## src/rtl/window_gen.sv

```systemverilog
`default_nettype none
// ============================================================================
// Module   : window_gen
// Purpose  : Streaming line-buffer front end for conv. Takes a SIZE x SIZE
//            raster pixel stream and emits every SIZEKer x SIZEKer window
//            together with its top-left (i, j) index.
// Revision : 1.0 - initial release
// ============================================================================
module window_gen #(
  parameter int SIZE      = 7,
  parameter int SIZEKer   = 3,
  parameter int WIDTH_BIT = 8
) (
  input  logic                                          clock,
  input  logic                                          reset,
  input  logic                                          in_valid,
  output logic                                          in_ready,
  input  logic [WIDTH_BIT-1:0]                          in_pixel,
  output logic                                          win_valid,
  input  logic                                          win_ready,
  output logic [SIZEKer-1:0][SIZEKer-1:0][WIDTH_BIT-1:0] window,
  output logic [WIDTH_BIT-1:0]                          i,
  output logic [WIDTH_BIT-1:0]                          j,
  output logic                                          frame_done
);

  // Column index width for the line-buffer memories.
  localparam int CIW = (SIZE > 1) ? $clog2(SIZE) : 1;
  localparam logic [WIDTH_BIT-1:0] KM1  = WIDTH_BIT'(SIZEKer - 1);
  localparam logic [WIDTH_BIT-1:0] LAST = WIDTH_BIT'(SIZE - 1);

  // Position of the next expected pixel.
  logic [WIDTH_BIT-1:0] r_q, r_d;
  logic [WIDTH_BIT-1:0] c_q, c_d;

  // Presented window and its metadata.
  logic                                           valid_q, valid_d;
  logic                                           done_q, done_d;
  logic [WIDTH_BIT-1:0]                           i_q, i_d;
  logic [WIDTH_BIT-1:0]                           j_q, j_d;
  logic [SIZEKer-1:0][SIZEKer-1:0][WIDTH_BIT-1:0] win_q, win_d;

  // Line buffers: row 0 holds the oldest buffered image row.
  logic [WIDTH_BIT-1:0] lb_q [SIZEKer-1][SIZE];

  logic                                accept;
  logic                                emit;
  logic [CIW-1:0]                      col_idx;
  logic [SIZEKer-1:0][WIDTH_BIT-1:0]   col_vec;

  // Handshake decode and the incoming column (buffered rows oldest first, then the new pixel).
  always_comb begin
    in_ready = !(valid_q && !win_ready);
    accept   = in_valid && in_ready;
    emit     = accept && (r_q >= KM1) && (c_q >= KM1);
    col_idx  = c_q[CIW-1:0];
    col_vec  = '0;
    for (int a = 0; a < SIZEKer - 1; a++) begin
      col_vec[a] = lb_q[a][col_idx];
    end
    col_vec[SIZEKer-1] = in_pixel;
  end

  // Next-state for raster counters, window shift register and output metadata.
  always_comb begin
    r_d     = r_q;
    c_d     = c_q;
    win_d   = win_q;
    valid_d = valid_q;
    done_d  = done_q;
    i_d     = i_q;
    j_d     = j_q;

    if (accept) begin
      if (c_q == LAST) begin
        c_d = '0;
        r_d = (r_q == LAST) ? '0 : r_q + 1'b1;
      end else begin
        c_d = c_q + 1'b1;
      end
      // New column enters on the right; leftmost column falls off.
      for (int a = 0; a < SIZEKer; a++) begin
        for (int b = 0; b < SIZEKer - 1; b++) begin
          win_d[a][b] = win_q[a][b+1];
        end
        win_d[a][SIZEKer-1] = col_vec[a];
      end
    end

    if (emit) begin
      valid_d = 1'b1;
      i_d     = r_q - KM1;
      j_d     = c_q - KM1;
      done_d  = (r_q == LAST) && (c_q == LAST);
    end else if (win_ready) begin
      valid_d = 1'b0;
      done_d  = 1'b0;
    end
  end

  // Control and output registers; reset discards any held window.
  always_ff @(posedge clock or posedge reset) begin
    if (reset) begin
      r_q     <= '0;
      c_q     <= '0;
      win_q   <= '0;
      valid_q <= 1'b0;
      done_q  <= 1'b0;
      i_q     <= '0;
      j_q     <= '0;
    end else begin
      r_q     <= r_d;
      c_q     <= c_d;
      win_q   <= win_d;
      valid_q <= valid_d;
      done_q  <= done_d;
      i_q     <= i_d;
      j_q     <= j_d;
    end
  end

  // Line-buffer column shift on accept; contents deliberately survive reset.
  always_ff @(posedge clock) begin
    if (accept) begin
      for (int a = 0; a < SIZEKer - 2; a++) begin
        lb_q[a][col_idx] <= lb_q[a+1][col_idx];
      end
      lb_q[SIZEKer-2][col_idx] <= in_pixel;
    end
  end

  assign window     = win_q;
  assign win_valid  = valid_q;
  assign frame_done = done_q;
  assign i          = i_q;
  assign j          = j_q;

endmodule
`default_nettype wire

```

## config.mk

```make
export PLATFORM = sky130hd
export DESIGN_NAME = window_gen
export DESIGN_NICKNAME = d
export VERILOG_FILES = /design/src/rtl/window_gen.sv
export SDC_FILE = /design/constraint.sdc
export NUM_CORES = 1
export LEC_CHECK = 0
export CORE_MARGIN = 2
export CORE_UTILIZATION = 35
export CTS_BUF_LIST = sky130_fd_sc_hd__clkbuf_16
export CTS_CLUSTER_DIAMETER = 30
export DETAILED_ROUTE_END_ITERATION = 10
export SLEW_MARGIN = 20
export SYNTH_ARGS = -nofsm -noshare
export SYNTH_HDL_FRONTEND = slang
export SYNTH_SLANG_ARGS = --single-unit
```

## constraint.sdc

```tcl
create_clock -name clock -period 3.9 [get_ports clock]
set_input_delay 0.585 -clock clock [delete_from_list [all_inputs] [get_ports clock]]
set_output_delay 0.585 -clock clock [all_outputs]
set_load 0.01 [all_outputs]
```

==> reports/metrics.sh <==
CTS.SINK_COUNT=218
CLKTRANSATPATHREGS_NS=0.04
HTREE_NUM_LEVELS=2
POST_SYNTHESIS_CELL_AREA_SQ_MM=0.00874
TIMING.SETUP.TNS_NS=0
MAX_CAP_VIOLATIONS=0
GRT_PASS1_VIAS=5509
DRT_ITER0_MARKERS=385
CTSROOTBUFFERMASTER='sky130_fd_sc_hd__clkbuf_16'
CORE_AREA_SQ_MM=0.0244
POST_SYNTHESIS_CELLS=636
POSTROUTEWIRELENGTH_UM=19000
SYNTHDISTINCTLIBCELLS=45
MAX_SLEW.WORST_PIN.SLEW_NS=0.902
TRITONCTS='yes'
NUMBER_OF_ENABLE_TYPE_REGISTER_CELLS_IN_THE_SYNTHESIZED_NETLIST=112
CLOCK.FMAX_MHz=356
DIE_H_UM=162
MAPPEDNETLISTNETS=659
DESIGN.DIE.AREA_SQ_MM=0.0262
ANTENNA_LEFT=0
PRECTSSETUPSLACK_NS=0.965
STARTING_DENSITY=0.358
DIODES=0
STATUS='complete, no violations'
CRITICAL-PATH-TOP-CELL-BY-COUNT='sky130_fd_sc_hd__clkdlybuf4s50_1'
ROUTED.TOP_LAYER='met4'
DETAILED_PLACE_HPWL_UM=11200
GPL_WTD_CONG=0.738
FINAL_MAX_SLEW_VIOL_COUNT=0
DR_TOTAL_VIAS=5463
GRT_MAX_DEGREE=66
MEAN_POST_SYNTH_CELL_AREA_SQ_UM=13.7
WORSTPATHREQUIRED_NS=3.31
SYNTH_SEQ_AREA_SHARE=0.689
FINISH.NET_COUNT=802
GRT.OVERFLOW.TOTAL=0
DIE_WIDTH_UM=162
FINAL_UTIL=0.483
POWER.DENSITY_mW_PER_MM2=906
DOMINANTREGCELLSYNTH='sky130_fd_sc_hd__edfxtp_1'
SETUP.WORST_PATH.START_CLASS='input pin'
SETUP_REPAIR_AFTER_GLOBAL_ROUTING_MISSED_ITS_MARGIN='false'
TIMING.CRITICAL_PATH.TO_TYPE='output port'
PATH_CLASS='input pin to output port'
CRITICAL-PATH-MAX-STAGE-DELAY_NS=0.56
MET1_LENGTH_UM=8350
CTS_POST_SETUP_BUFFERS_INSERTED=0
MAX_SLEW_MARGIN=0.399
ASYNC_FLOP_SHARE=0.486
CTS.PATH.MAX_BUFFERS=3
LAYOUT-DRIVE-GT1-SHARE=0.186
CRIT_CHAIN='clkdlybuf4s50_1 > nor2b_1 > inv_1 > clkdlybuf4s50_1'
CLOCK_LATENCY_LATE_SINK_NS=0.53
SETUP-VIOLATIONS-FINAL=0
STATIC-LEAKAGE-POWER_nW=4.86
CP.ARRIVAL_NS=2.23
PLACEMENTROWS=57
GLOBAL_ROUTE_WIRE_LENGTH_BEFORE_REPAIR_UM=30500
FINAL.MIN_CLOCK_PERIOD_NS=2.81
CRIT_PATH_SETUP_SLACK_LAYOUT_NS=1.09
FINAL_LAYOUT_WORST_HOLD_SLACK_NS=0.467
FLOORPLAN.IO_PINS=103
LAYOUT_SKEW_NS=0.0169
MIN_PERIOD_OVER_PERIOD=0.721
ROUTEDWLPERCELL_UM=16.6
CTS_RESIZED=0
CTS_INSERTED_BUFFERS=45
AREA_GROWTH_SYN_TO_LAYOUT_PCT=34.9
CTS_HOLD_BUFFERS=0
NUMBER_OF_BUFFER_CELLS_ADDED_ON_PRIMARY_PORTS=102
WORST_IR_DROP_VDD_mV=0.393
WORST_HOLD_PATH_TYPE='flop to flop'
DR.PASS1.ITERS=4
GR_USAGE_TOTAL=0.149
DETAILROUTE.WIRELENGTH.MET3_UM=1100
ROUTED_VIA_DENSITY=4.79
POST-ROUTE-DRC-COUNT=0
ANTENNA_FOUND_INITIAL=0
SYNTH.FF_LATCH_COUNT=218
CRITICAL_PATH.MAX_FANOUT=5
FINAL-HOLD-VIOLATION-COUNT=0
SYNTH_WARNINGS=0
WL_MET2_UM=9130
CP_SLOWEST_CELL='sky130_fd_sc_hd__clkdlybuf4s50_1'
[sequential cells by signal, summed over array words and instances (netlist names)]
name and cells:
lb_q 112, window 72, c_q 8, i 8, j 8, r_q 8, frame_done 1, win_valid 1
[through the flow]
| step | std cells | power [mW] | area [sq um] |
|---|---|---|---|
| after floorplan | 636 | 5.37 | 8740 |
| after global placement | 1056 | 6.92 | 10200 |
| after detailed placement | 1056 | 6.95 | 10200 |
| after CTS | 1140 | 10.8 | 11800 |
| after global routing | 1140 | 11.3 | 11800 |
| final | 1140 | 10.7 | 11800 |
[worst paths after layout]
kind	cells after the start	to	slack, ns	startpoint
min reg2reg	2	window[5]$_DFFE_PP0P_	0.47	window[5]$_DFFE_PP0P_
max in group asynchronous	3	window[54]$_DFFE_PP0P_	2.60	reset
min in group asynchronous	2	window[6]$_DFFE_PP0P_	0.56	reset
max	4	in_ready	1.09	win_ready
min	2	window[5]$_DFFE_PP0P_	0.47	window[5]$_DFFE_PP0P_
max reg2reg	5	j[7]$_DFFE_PP0P_	1.45	c_q[1]$_DFFE_PP0P_
[routing by layer]
metal / GRT usage / vias to the layer above
met5: 0 / -
met4: 0.0519 / 0
met3: 0.0365 / 31
met2: 0.243 / 147
met1: 0.194 / 2711
li1: - / 2574
[critical path: cells and delay by family]
kind	cells	cell delay, ns
buffers and inverters	3	1.20
and+or+nand+nor	1	0.44
[cell type report]
class	instances	area, sq um
Fill cell	2139	12600
Sequential cell	218	6020
Multi-Input combinational cell	373	2530
Timing Repair Buffer	129	1240
Clock buffer	46	1150
Tap cell	324	405
Clock inverter	38	393
Inverter	12	47.5
[kinds of logic (layout without fill, tap and decap cells)]
kind of cell,Yosys count,after routing,synth area share
AO/OA/AOI/OAI,48,48,0.0461
buffers and inverters,45,225,0.0226
AND/OR/NAND/NOR,229,229,0.114
multiplexers,65,65,0.0930
flip-flops,218,218,0.689
XOR/XNOR,20,20,0.0201
adder cells (fa/ha/maj),11,11,0.0158
[synth_stat cells (4+ instances only)]
library cell,instances,area (sq um)
sky130_fd_sc_hd__xnor2_1,13,114
sky130_fd_sc_hd__clkbuf_1,15,56.3
sky130_fd_sc_hd__mux2_2,25,282
sky130_fd_sc_hd__a2111oi_0,8,70.1
sky130_fd_sc_hd__nor2_1,14,52.6
sky130_fd_sc_hd__and3_1,5,31.3
sky130_fd_sc_hd__edfxtp_1,112,3360
sky130_fd_sc_hd__inv_1,10,37.5
sky130_fd_sc_hd__ha_1,11,138
sky130_fd_sc_hd__buf_2,11,55.1
sky130_fd_sc_hd__mux2i_1,26,260
sky130_fd_sc_hd__nand2_1,175,657
sky130_fd_sc_hd__and2_1,5,31.3
sky130_fd_sc_hd__a221oi_1,16,140
sky130_fd_sc_hd__a21oi_1,8,40.0
sky130_fd_sc_hd__xor2_1,7,61.3
sky130_fd_sc_hd__o21ai_0,4,20.0
sky130_fd_sc_hd__buf_1,5,18.8
sky130_fd_sc_hd__a221o_1,8,80.1
sky130_fd_sc_hd__nand4_1,8,50.1
sky130_fd_sc_hd__dfrtp_1,106,2650
sky130_fd_sc_hd__mux4_2,8,180
sky130_fd_sc_hd__mux2_4,6,90.1
[cell usage in the layout, fill, tap and decap left out, types with 16 or more instances in the layout]
| master | netlist | final |
|---|---|---|
| sky130_fd_sc_hd__nand2_1 | 175 | 174 |
| sky130_fd_sc_hd__edfxtp_1 | 112 | 112 |
| sky130_fd_sc_hd__dfrtp_1 | 106 | 106 |
| sky130_fd_sc_hd__clkdlybuf4s50_1 | 0 | 102 |
| sky130_fd_sc_hd__clkbuf_16 | 0 | 46 |
| sky130_fd_sc_hd__mux2i_1 | 26 | 26 |
| sky130_fd_sc_hd__buf_4 | 0 | 26 |
| sky130_fd_sc_hd__mux2_2 | 25 | 25 |
| sky130_fd_sc_hd__a221oi_1 | 16 | 16 |
[report_power, final]
group          total [mW]  leakage, nW  switching [mW]  internal, mW
clock network        3.80        0.750            1.25          2.56
registers            3.66         2.34           0.427          3.23
logic                3.21         1.77            1.60          1.61
(Power assumes the default switching activity.)
==> RTL edit 1 (same settings) <==
Change the parameter `SIZE` from 7 to 6.
--- a/src/rtl/window_gen.sv
+++ b/src/rtl/window_gen.sv
@@ -9,3 +9,3 @@
 module window_gen #(
-  parameter int SIZE      = 7,
+  parameter int SIZE      = 6,
   parameter int SIZEKer   = 3,
Check against the original RTL: not equivalent (Yosys sat finds a counterexample within 10 cycles, from zero or initial values and one cycle with reset high).
==> RTL edit 1 against the original RTL <==
Via count is 5.3% lower. Utilization is 1.6 points lower. Critical path depth is 1 lower. Sequential cell count is 16 lower. Clock power is 14% lower. Power is 9.0% lower. Global-route usage is 0.097 points higher. Sequential share of layout area hardly changed. Setup slack better by 0.27 ns. Routed wire length is 4.6% lower. Design area is 7.9% lower. Area after synthesis is 6.1% lower.
==> RTL edit 1: results (changes against the original RTL) <==
Clock Skew=0.02140 ns (+0.004502 ns); EDFF count, synth=96 (-14%); worst hold-check path type=flip-flop to flip-flop; Final Net Count=762 (-5.0%); initial antenna violation count=0 (unchanged); worst slew pin tran=0.8793 ns (-0.02227 ns); via count=5174 (-5.3%); crit path capture type=primary output; fraction of layout cells with a size suffix above 1=0.1421 (-0.04416); leak pwr=4.572 nW (-5.8%); Post-DP Area=0.009543 mm2 (-6.8%); Longest Clk Path Bufs=3 (unchanged); largest area contributor in the netlist=edfxtp_1; vias in the first global route=5442 (-1.2%); clock insertion delay at the later pin of the skew report=0.51 ns (-0.02 ns); Yosys cell types=40 (-11%); DRT iter0 DRCs=202 (-48%); Detailed Routing Iterations Pass 1=4 (unchanged); Mapped Nets=645 (-2.1%); post-synthesis sequential area ratio=0.6745 (-0.01413); Antenna Diode Count=0 (unchanged); outcome=finished, final reports clean; first-pass GRT wire length=28770 um (-5.7%); postcts setup bufs=0 (unchanged); VDD IR-drop max=0.0003595 V (-8.4%); Async S/R FF share, synth=0.5248 (+0.03851); Most used DFF post-synth=dfrtp_1; htree depth=2 (unchanged); crit path DAT=1.96 ns (-0.27 ns); TritonCTS Buffers=38 (-16%); CTS root buf=clkbuf_16; Max FO, Critical Path=8 (+3); WL/cell=16.67 um (+0.18%); post_cts resized=0 (unchanged); top post-synthesis cells by area=edfxtp_1 (35%), dfrtp_1 (32%), nand2_1 (8.4%); Largest register FFs=96 (-14%); largest net degree at the start of global routing=61 (-7.6%); Clk pin slew, worst setup/hold paths=0.04 ns (about the same); sw frac=0.3115 (+0.004230); global placer's final weighted congestion=0.7701 (+4.3%); DP HPWL=11850 um (+5.7%); Port-buffer cells=102 (unchanged); Synthesis Warnings=0 (unchanged); Post-synth top cells=nand2_1 (184), dfrtp_1 (106), edfxtp_1 (96); largest reg by FF count=lb_q; Global Route Usage Sum=0.1496 (+0.0009698)
RTL edit 1: stage by stage:
stage,hold slack [ns],instances,worst slack (ns)
2_1_floorplan,0.4991,620,0.5261
3_3_place_gp,0.4621,1016,1.065
3_5_place_dp,0.4625,1016,0.9996
4_1_cts,0.4753,1086,1.354
5_1_grt,0.4930,1086,1.211
6_report,0.4675,1086,1.358
RTL edit 1: layout make-up:
cell class	count	area (um2)
multi-input cells	375	2477
well taps	319	399.1
flip-flops and latches	202	5537
repair buffers	109	1086
clock inverters	31	334.1
clock buffers	39	975.9
fillers	2041	12410
inverters	11	43.79
RTL edit 1: logic make-up (layout without fill, tap and decap cells):
logic type                 Yosys count  in the layout  synth area share
AOI/OAI and AO/OA                   41             41           0.03537
muxes                               63             63           0.09834
adders and majority gates           13             13           0.01982
buffers and inverters               43            190           0.02409
DFF                                202            202            0.6745
xor gates and xnor gates            19             19           0.02028
and+or+nand+nor                    239            239            0.1276
RTL edit 1: final timing paths:
| path | from | cells after the start | to | slack (ns) |
|---|---|---|---|---|
| worst min-delay path | window[6] | 2 | window[6] | 0.47 |
| max in group asynchronous | reset | 3 | c_q[0] | 2.48 |
| worst max register to register | c_q[1] | 3 | window[43] | 1.38 |
| min in group asynchronous | reset | 2 | window[19] | 0.58 |
| worst min register to register | window[6] | 2 | window[6] | 0.47 |
| worst max-delay path | win_ready | 3 | in_ready | 1.36 |
RTL edit 1: critical path, stage by stage:
cell and delay (ns):
clkdlybuf4s50_1 0.47, nand2b_1 0.30, clkdlybuf4s50_1 0.61
RTL edit 1: per-layer routing:
| layer | track usage | part of all wire | vias to the layer above | wire length [um] |
|---|---|---|---|---|
| met5 | 0 | 0 | - | 0 |
| met4 | 0.05801 | 0.026 | 0 | 472 |
| met3 | 0.03607 | 0.053 | 41 | 964 |
| met2 | 0.2638 | 0.51 | 141 | 9210 |
| met1 | 0.1764 | 0.41 | 2600 | 7452 |
| li1 | - | - | 2392 | - |
RTL edit 1: power groups by stage:
stage	Sequential (mW)	Clock [mW]	Combinational, mW
detailed placement	3.58	0	2.95
finish	3.54	3.26	2.92
global route	3.63	3.43	3.19
floorplan	3.53	0	1.57
CTS	3.56	3.33	2.97
global placement	3.54	0	2.89
==> RTL edit 2 (config.mk and constraints unchanged) <==
Made on the original files. `r_q`, `c_q`, `i_q` and `j_q` no longer have a reset.
--- a/src/rtl/window_gen.sv
+++ b/src/rtl/window_gen.sv
@@ -103,4 +103,2 @@
     if (reset) begin
-      r_q     <= '0;
-      c_q     <= '0;
       win_q   <= '0;
@@ -108,7 +106,3 @@
       done_q  <= 1'b0;
-      i_q     <= '0;
-      j_q     <= '0;
     end else begin
-      r_q     <= r_d;
-      c_q     <= c_d;
       win_q   <= win_d;
@@ -116,5 +110,10 @@
       done_q  <= done_d;
-      i_q     <= i_d;
-      j_q     <= j_d;
     end
+  end
+
+  always_ff @(posedge clock) begin
+    r_q <= r_d;
+    c_q <= c_d;
+    i_q <= i_d;
+    j_q <= j_d;
   end
Formal check against the unedited RTL: not equivalent (Yosys sat finds a counterexample within 4 cycles, from zero or initial values and one cycle with reset high).
==> RTL edit 2 against the original RTL <==
Count of clock-buffer cells in the layout decreased by 5. Routed wire length is 2.7% lower. Via count decreased by 3.3%. Utilization is 1.6 points lower. Global-route usage fell by 0.55 points. Sequential cell count did not move. Highest routed layer unchanged. Area after synthesis is 0.23% higher. Maximum frequency increased by 4.0%. Design area is 3.0% lower. Setup slack better by 0.11 ns. Largest cell class unchanged.
Power is not compared: it rests on default switching activity, and its combinational part moved more than twofold at a synthesized area within 25%.
==> RTL edit 2: results (changes against the original RTL) <==
first-pass GRT wire length=29480 um (-3.4%); Detailed Routing Iterations Pass 1=5 (+1); Clock Skew=0.02421 ns (+0.007312 ns); fraction of layout cells with a size suffix above 1=0.1427 (-0.04360); global placer's final weighted congestion=0.7378 (about the same); Most used DFF post-synth=edfxtp_1; Power, Total=roughly 7.2 mW; kind of critical path=flip-flop to flip-flop; VDD IR-drop max=0.0002866 V; final hold vios=0 (unchanged); initial antenna violation count=0 (unchanged); met2 wire length=8467 um (-7.3%); top post-synthesis cells by area=edfxtp_1 (49%), dfrtp_1 (21%), nand2_1 (7.9%); Max-slew headroom=0.2884 (-0.1106); RR Startpoint=c_q[0]; Post-synth top cells=nand2_1 (185), edfxtp_1 (144), dfrtp_1 (74); DP HPWL=11430 um (+2.0%); CP max stage cell=a221oi_1; Largest register FFs=112 (unchanged); Antenna Diode Count=0 (unchanged); Longest Clk Path Bufs=3 (unchanged); Mapped Nets=654 (-0.76%); via count=5285 (-3.3%); post-synthesis sequential area ratio=0.7053 (+0.01672); CTS root buf=clkbuf_16; routed length on met3=1317 um (+20%); WL/cell=16.64 um (about the same); outcome=finished, final reports clean; clock insertion delay at the later pin of the skew report=0.52 ns; leak pwr=4.539 nW; DRT iter0 DRCs=326 (-15%); Yosys cell types=51 (+13%); Synthesis Warnings=0 (unchanged); Global Route Usage Sum=0.1431 (-0.005507); Async S/R FF share, synth=0.3394 (-0.1468); highest metal used=met4; post_cts resized=0 (unchanged); largest net degree at the start of global routing=58 (-12%); TritonCTS Buffers=40 (-11%); Largest stage delay, worst path=0.79 ns (+0.23 ns); largest reg by FF count=lb_q; Clk pin slew, worst setup/hold paths=0.06 ns (+0.02 ns); M1 WL=8244 um (-1.3%); EDFF count, synth=144 (+29%); Final Net Count=776 (-3.2%); Max FO, Critical Path=17 (+12); crit path DAT=3.14 ns (+0.91 ns); worst hold-check path type=primary input to async pin
-- RTL edit 2: cell count changes after synthesis, moves of 7 or more --
cell / change
mux2i_1: -11
o21a_1: +7
nor2b_1: +7
a2111oi_0: -7
dfrtp_1: -32
edfxtp_1: +32
xor2_1: +7
mux2_2: -14
a211oi_1: +8
nand2_1: +10
a221o_1: -8
-- RTL edit 2: through the flow --
step	util	cell area [um2]	instances	hold WS [ns]	worst slack, ns
4_1_cts	0.4669	11420	1108	0.4738	1.036
3_5_place_dp	0.4112	10060	1034	0.4620	0.8084
5_1_grt	0.4674	11430	1109	0.4890	0.8673
2_1_floorplan	-	8756	631	0.4512	1.433
6_report	0.4674	11430	1109	0.4615	1.197
3_3_place_gp	0.4112	10060	1034	0.4569	0.8555
-- RTL edit 2: final timing paths --
kind | endpoint | slack [ns] | depth (start not counted)
max | window[46] | 1.20 | 5
min | window[57] | 0.46 | 2
max reg2reg | window[46] | 1.20 | 5
min reg2reg | window[2] | 0.47 | 2
max in group asynchronous | window[22] | 2.67 | 3
min in group clock | window[2] | 0.47 | 2
-- RTL edit 2: critical path: cells and delay by family, from the launching register on --
kind | cells | cell delay [ns]
DFF | 1 | 0.58
muxes | 1 | 0.30
buffers and inverters | 1 | 0.37
and+or+nand+nor | 1 | 0.44
AOI/OAI and AO/OA | 2 | 0.95
-- RTL edit 2: logic make-up after synthesis --
group	Yosys count	synth area share
XOR/XNOR	22	0.02201
multiplexers	40	0.05959
adder cells (fa/ha/maj)	11	0.01572
AND/OR/NAND/NOR	240	0.1202
buffers and inverters	49	0.03087
AO/OA/AOI/OAI	51	0.04630
flip-flops	218	0.7053
-- RTL edit 2: layer usage --
metal	GRT usage	vias to the layer above
met5	0	-
met4	0.05229	0
met3	0.03396	40
met2	0.2191	165
met1	0.1996	2583
li1	-	2497
-- RTL edit 2: where the power goes --
part           total, mW  switching [mW]  internal [mW]  leakage, nW
sequential          2.90           0.170           2.73         2.22
clock               3.43            1.17           2.27        0.673
combinational      0.918           0.450          0.468         1.65
-- RTL edit 2: layout make-up --
class / instances / area [um2]
repair buffers: 116 / 1130
multi-input cells: 364 / 2310
inverters: 13 / 50.05
well taps: 324 / 405.4
clock inverters: 33 / 336.6
flip-flops and latches: 218 / 6176
fillers: 2130 / 13030
clock buffers: 41 / 1026
